## src/rtl/nbyone_stream_multiplexer.sv

```systemverilog
// N-to-1 stream multiplexer with a registered output, valid/ready handshake on every
// channel, and either an external select or a fair round-robin grant.
module nbyone_stream_multiplexer #(
  parameter int n  = 4,
  parameter int CH = 4,
  parameter int SW = 2
) (
  input  logic            clk,
  input  logic            rst,
  input  logic [CH*n-1:0] D_in,
  input  logic [CH-1:0]   V_in,
  output logic [CH-1:0]   R_in,
  input  logic [SW-1:0]   S,
  input  logic            M,
  output logic [n-1:0]    Y,
  output logic            V_out,
  input  logic            R_out,
  output logic [SW-1:0]   CH_out
);

  logic [SW-1:0] last;
  logic [SW-1:0] gidx;
  logic [CH-1:0] grant;
  logic          gvalid;
  logic          load;
  logic          xfer;

  // A new beat may enter on the same edge the held beat leaves.
  assign load = !V_out || R_out;
  assign xfer = gvalid && load && !rst;
  assign R_in = xfer ? grant : '0;

  always_comb begin
    grant  = '0;
    gidx   = '0;
    gvalid = 1'b0;
    if (!M) begin
      if (int'(S) < CH) begin
        if (V_in[S]) begin
          gvalid = 1'b1;
          gidx   = S;
        end
      end
    end else begin
      // Search starts one past the last winner so each valid channel gets its turn.
      for (int k = 1; k <= CH; k++) begin
        if (!gvalid && V_in[(int'(last) + k) % CH]) begin
          gvalid = 1'b1;
          gidx   = SW'((int'(last) + k) % CH);
        end
      end
    end
    if (gvalid) grant[gidx] = 1'b1;
  end

  always_ff @(posedge clk) begin
    if (rst) begin
      Y      <= '0;
      V_out  <= 1'b0;
      CH_out <= '0;
      last   <= SW'(CH - 1);
    end else if (xfer) begin
      Y      <= D_in[int'(gidx)*n +: n];
      CH_out <= gidx;
      V_out  <= 1'b1;
      if (M) last <= gidx;
    end else if (R_out) begin
      V_out <= 1'b0;
    end
  end

endmodule

```

## config.mk

```make
export PLATFORM = sky130hd
export DESIGN_NAME = nbyone_stream_multiplexer
export DESIGN_NICKNAME = d
export VERILOG_FILES = /design/src/rtl/nbyone_stream_multiplexer.sv
export SDC_FILE = /design/constraint.sdc
export NUM_CORES = 1
export LEC_CHECK = 0
export CORE_MARGIN = 2
export CORE_UTILIZATION = 37
export CTS_BUF_LIST = sky130_fd_sc_hd__clkbuf_8
export CTS_CLUSTER_DIAMETER = 120
export DETAILED_ROUTE_END_ITERATION = 12
export GPL_TIMING_DRIVEN = 0
export PLACE_DENSITY_LB_ADDON = 0.08
export SYNTH_ARGS = -nofsm -noshare
export SYNTH_HDL_FRONTEND = slang
export SYNTH_SLANG_ARGS = --single-unit
```

## constraint.sdc

```tcl
create_clock -name clk -period 2.7 [get_ports clk]
set_input_delay 0.81 -clock clk [delete_from_list [all_inputs] [get_ports clk]]
set_output_delay 0.81 -clock clk [all_outputs]
set_load 0.03 [all_outputs]
```

== Word-level counts from Yosys, hierarchy flattened ==
Cells that the tools add are included.
Word-level totals
  register bits after elaboration: 9
  latch bits: 0
  bits in writable memories: 0
  bits in read-only memories: 0
  memories kept: 0
Cells by class
  add/sub/neg operators: 4
  $mul: 0
  divide/modulo/power cells: 0
  order comparisons: 7
  eq/ne operators: 0
  shift-type cells: 1
  multiplexer cells: 35
  bitwise logic cells: 4
  reduce and logical (&&, ||, !) cells: 18
Operator list (count)
  $mux 1: 21
  $lt 3x4->1 const B: 4
  $shiftx 16x5->4: 1
  $mux 2: 6
  $bmux 1 s2: 5
  $mux 4: 2
  $reduce_or 2->1: 4
  $logic_and 1x1->1: 6
  $lt 2x3->1 const B: 2
  $logic_not 1->1: 5
  $add 2x1->2 const B: 2
  $add 2x2->2 const B: 2
  $and 1x1->1 const A: 4
  $demux 1 s2: 1
  $ge 2x1->1 const B: 1
  $reduce_and 2->1: 1
  $reduce_bool 2->1: 1
  $logic_or 1x1->1: 1

== Logic depth before layout (Yosys ltp) ==
  depth in word-level cells: 26
  depth in mapped cells: 7

== Least setup slack after synthesis ==
OpenSTA, ideal clock, no wires.
  path kind: input to output
  start: input V_in[0]
  end: output R_in[2]
  data arrival time: 2.596 ns
  required time: 1.890 ns
  setup slack: -0.706 ns
  stages: 7
  buffers on the path: 2
  cell sequence: buf_2 mux2i_1 o311a_2 nor3b_4 buf_6 inv_1 nor3b_1
On the way
  word-level cells in the longest chain between the ends: 23
  elaborated cells between the ends (all ways): 44
  classes of those cells: 2 x order compare; 33 x mux; 9 x reduce/logical
Ends and longest elaborated chain
  from (decl): line 11  | input logic [CH-1:0] V_in,
  $bmux 1 s2: line 47  | if (!gvalid && V_in[(int'(last) + k) % CH]) begin
  $mux 1 (implied by the code) (2 in series): line 47
  $mux 1: line 47
  $mux 1: line 37  | if (!M) begin
  $logic_not 1->1: line 47
  $logic_and 1x1->1: line 47
  $mux 1: line 47
  $mux 1: line 37
  [... 6 more ...]
  $mux 2: line 47
  $mux 2: line 37
  $lt 2x3->1 (implied by the code) / $ge 2x1->1 (equally long branches): line 53  | if (gvalid) grant[gidx] = 1'b1;
  $logic_and 1x1->1 (implied by the code): line 53
  $mux 1 (implied by the code): line 53
  $demux 1 s2: line 53
  $mux 4: line 53
  $mux 4 (*): line 31  | assign R_in = xfer ? grant : '0;
  to (decl): line 12  | output logic [CH-1:0] R_in,
Mark *: on every way between the ends. The rest lies on a longest branch, timed or not. The select of a mux whose other input is x is not followed.

== Worst setup path after layout ==
  start: input S[0]
  end: output R_in[2]
On the way
  word-level cells in the longest chain between the ends: 10
  elaborated cells between the ends (all ways): 15
  classes of those cells: 2 x order compare; 10 x mux; 3 x reduce/logical
Ends and longest elaborated chain
  from (decl): line 13  | input logic [SW-1:0] S,
  $bmux 1 s2: line 39  | if (V_in[S]) begin
  $mux 1 (implied by the code): line 39
  $mux 2: line 39
  $mux 2: line 37
  $lt 2x3->1 (implied by the code) / $ge 2x1->1 (equally long branches): line 53
  $logic_and 1x1->1 (implied by the code): line 53
  $mux 1 (implied by the code): line 53
  $demux 1 s2: line 53
  $mux 4: line 53
  $mux 4 (*): line 31
Marked as above.

==> results.md <==
- Ant diodes: 0
- Initial Util: 0.385
- Flip-flop and latch area: 180 um2
- Yosys warns: 0
- DR vias: 800
- Library cells used by synthesis: 35
- Violated checks: setup timing
- Max-Slew Margin vs Limit: 0.773
- Arr. time, crit path: 2.15 ns
- Largest buffer count on any clock path: 2
- Share of layout cells above drive strength 1: 0.448
- Antenna Violating Nets Remaining: 0
- CTS Hold Bufs: 0
- CTS clk-pin slew, worst paths: 0.05 ns
- First-pass GRT wire length: 3.44 mm
- Average wire per standard cell: 13.5 um
- Fillers: 147
- Worst reg2reg setup slack: 0.77 ns
- Avg Cell Area, Syn: 9.75 um2
- Total CTS buffers: 3
- Final hold viol count: 0
- CP required: 1.89 ns
- Power per standard cell area: 410 nW/um2
- CP endpoint kind: output port
- Post-DP HPWL: 1.47 mm
- Drt total wl: 2.05 mm
- DR pass1 iterations: 4
- Clk_lat worst skew: 0.24 ns
- Nets: 152
- DRC Markers: 0
- Iter 0 DRT Violations: 5
- Final Cycle Share: 1.10
- Multi-input gate area: 619 um2
- Worst hold slack: 0.471 ns
- Clock root buffer: clkbuf_8
- Share of the synthesized area in the top cell type: 0.243
- Top post-synthesis cells by area: dfxtp_1 24%, mux2i_1 12%, o221ai_1 7.1%
- Worst setup SP type: input port
- RR Endpoint: Y[2]
- CTS H-tree lvls: 1
- Critical path type: input port to output port
- I/O Pins: 37
- Vias/cell: 5.26
- Hold Path Class: flop to flop
- Reg2reg start: last[0]
- Worst Setup EP: R_in[2]
- Syn_nets: 102
- Post-Syn Area: 741 um2
- Layout Area Growth over Synthesis: 88.9%
- Cell taking the most area after synthesis: dfxtp_1
- Routability Congestion: 0.769
- Largest net degree at the start of global routing: 11
- RSZ-0062 raised after global routing: yes
- Seq/Total Area, Yosys: 0.243
- Fmax achieved: 338 MHz
- Worst vdd ir: 0.000299 V
- Worst clock skew: 0.00270 ns
- Clk sinks: 9
- Fin Setup TNS: -0.898 ns
- Initial antenna violation count: 0
- Final setup margin: -0.258 ns
- Slew Viols, Final: 0
- CP Launch Point: S[0]
- Row Count: 16
- Mapped Cells: 76
- Core Area: 1920 um2
- Die area: 2380 um2
- Post-layout min period: 2.96 ns
- Vias in the first global route: 780
- P_leak: 0.000568 uW
- Post-synthesis register bit count: 9
- Actual slew at the worst max-slew pin: 0.339 ns
- Gr ovfl total: 0
- Die Span Y: 48.7 um
- GRT Util Overall: 0.186
- CTS tree: done
- Crit path max fanout: 5
- Status: finished, violations left
- Max_cap viols: 0
- # setup viols final: 4
- Register-to-Register Path Depth: 8
- Die W: 48.7 um
- Dpl ws: -1.56 ns
- Port bufs: 33
==> Yosys cell counts <==
cell type / n
nor2b_1: 1
or2b_2: 1
nand2b_1: 1
buf_4: 1
o21ai_0: 2
and3b_2: 1
o311ai_1: 1
o41ai_2: 1
mux2i_1: 9
a21boi_2: 1
or3b_1: 2
o2bb2ai_1: 1
o22a_1: 1
o311a_2: 1
nor4b_1: 1
a21oi_2: 1
bufbuf_16: 1
nor2_1: 2
nand2_1: 4
dfxtp_1: 9
or3b_2: 3
o31ai_1: 1
mux2_1: 1
nor3b_4: 1
a21oi_1: 5
o221ai_1: 6
nand3_2: 1
nor3_1: 2
nand3b_2: 1
nand2b_2: 1
a311o_1: 2
inv_1: 4
buf_6: 2
nor3b_1: 3
buf_2: 1
==> stage by stage <==
step,utilization,instances,instance area [um2],total power [uW]
finish,0.728,152,1400,574
global route,0.728,152,1400,604
detailed placement,0.613,136,1180,374
global placement,0.613,136,1180,372
floorplan,-,76,813,292
CTS,0.721,152,1390,577
==> worst max-delay path: stages <==
cell	delay (ns)
buf_8	0.11
mux2i_4	0.18
o311a_4	0.32
nor3b_4	0.21
buf_6	0.16
inv_6	0.04
nor3b_4	0.17
buf_6	0.15
==> power by group <==
part,switching [uW],internal (uW),leakage [uW]
Combinational,117,141,0.000467
Sequential,9.75,148,0.0000743
Clock,59.0,99.5,0.0000269
==> metal layers <==
metal  up-vias  global-route usage  wire length [um]
met3         2              0.0463                77
met5         -                   0                 0
met2        25               0.338              1040
met4         0              0.0429                10
met1       377               0.219               922
li1        396                   -                 -
==> cell usage in the layout, fill, tap and decap left out, types with 2 or more instances in the layout <==
cell	count
a21oi_1	3
a21oi_4	2
a311o_1	2
buf_2	2
buf_4	13
buf_6	7
buf_8	2
clkbuf_8	3
clkdlybuf4s50_1	24
dfxtp_1	9
inv_1	4
mux2i_1	8
nand2_1	2
nor3b_1	2
nor3b_4	2
o21ai_0	2
o221ai_1	6
or3b_2	3
==> state kept, by name, indices dropped and copies added (netlist names) <==
signal,flops
Y,4
CH_out,2
last,2
V_out,1
==> logic make-up after synthesis <==
family / after synthesis / synth area share
buffers and inverters: 9 / 0.111
AND/OR/NAND/NOR: 25 / 0.253
multiplexers: 10 / 0.137
AO/OA/AOI/OAI: 23 / 0.255
flip-flops: 9 / 0.243
==> worst min path at each step <==
stage,start,to,slack (ns),cells after the start
global placement,CH_out[1],CH_out[1],0.46,2
floorplan,CH_out[1],CH_out[1],0.59,2
detailed placement,CH_out[0],CH_out[0],0.47,2
global route,CH_out[1],CH_out[1],0.50,2
CTS,CH_out[0],CH_out[0],0.48,2
finish,CH_out[0],CH_out[0],0.47,2
==> repair_timing <==
item / in CTS / in global routing
resized for setup: 65 / 3
setup buffers: 12 / 0
endpoints found under the setup margin: 8 / 4
pin swaps: 9 / 7
==> final cells by class <==
cell class                      instances  area share
Tap cell                               27      0.0242
Clock inverter                          1     0.00268
Timing Repair Buffer                   45       0.300
Inverter                                4      0.0143
Sequential cell                         9       0.129
Multi-Input combinational cell         58       0.443
Buffer                                  5      0.0581
Clock buffer                            3      0.0295
No activity file was read; power rests on OpenSTA's default activity.
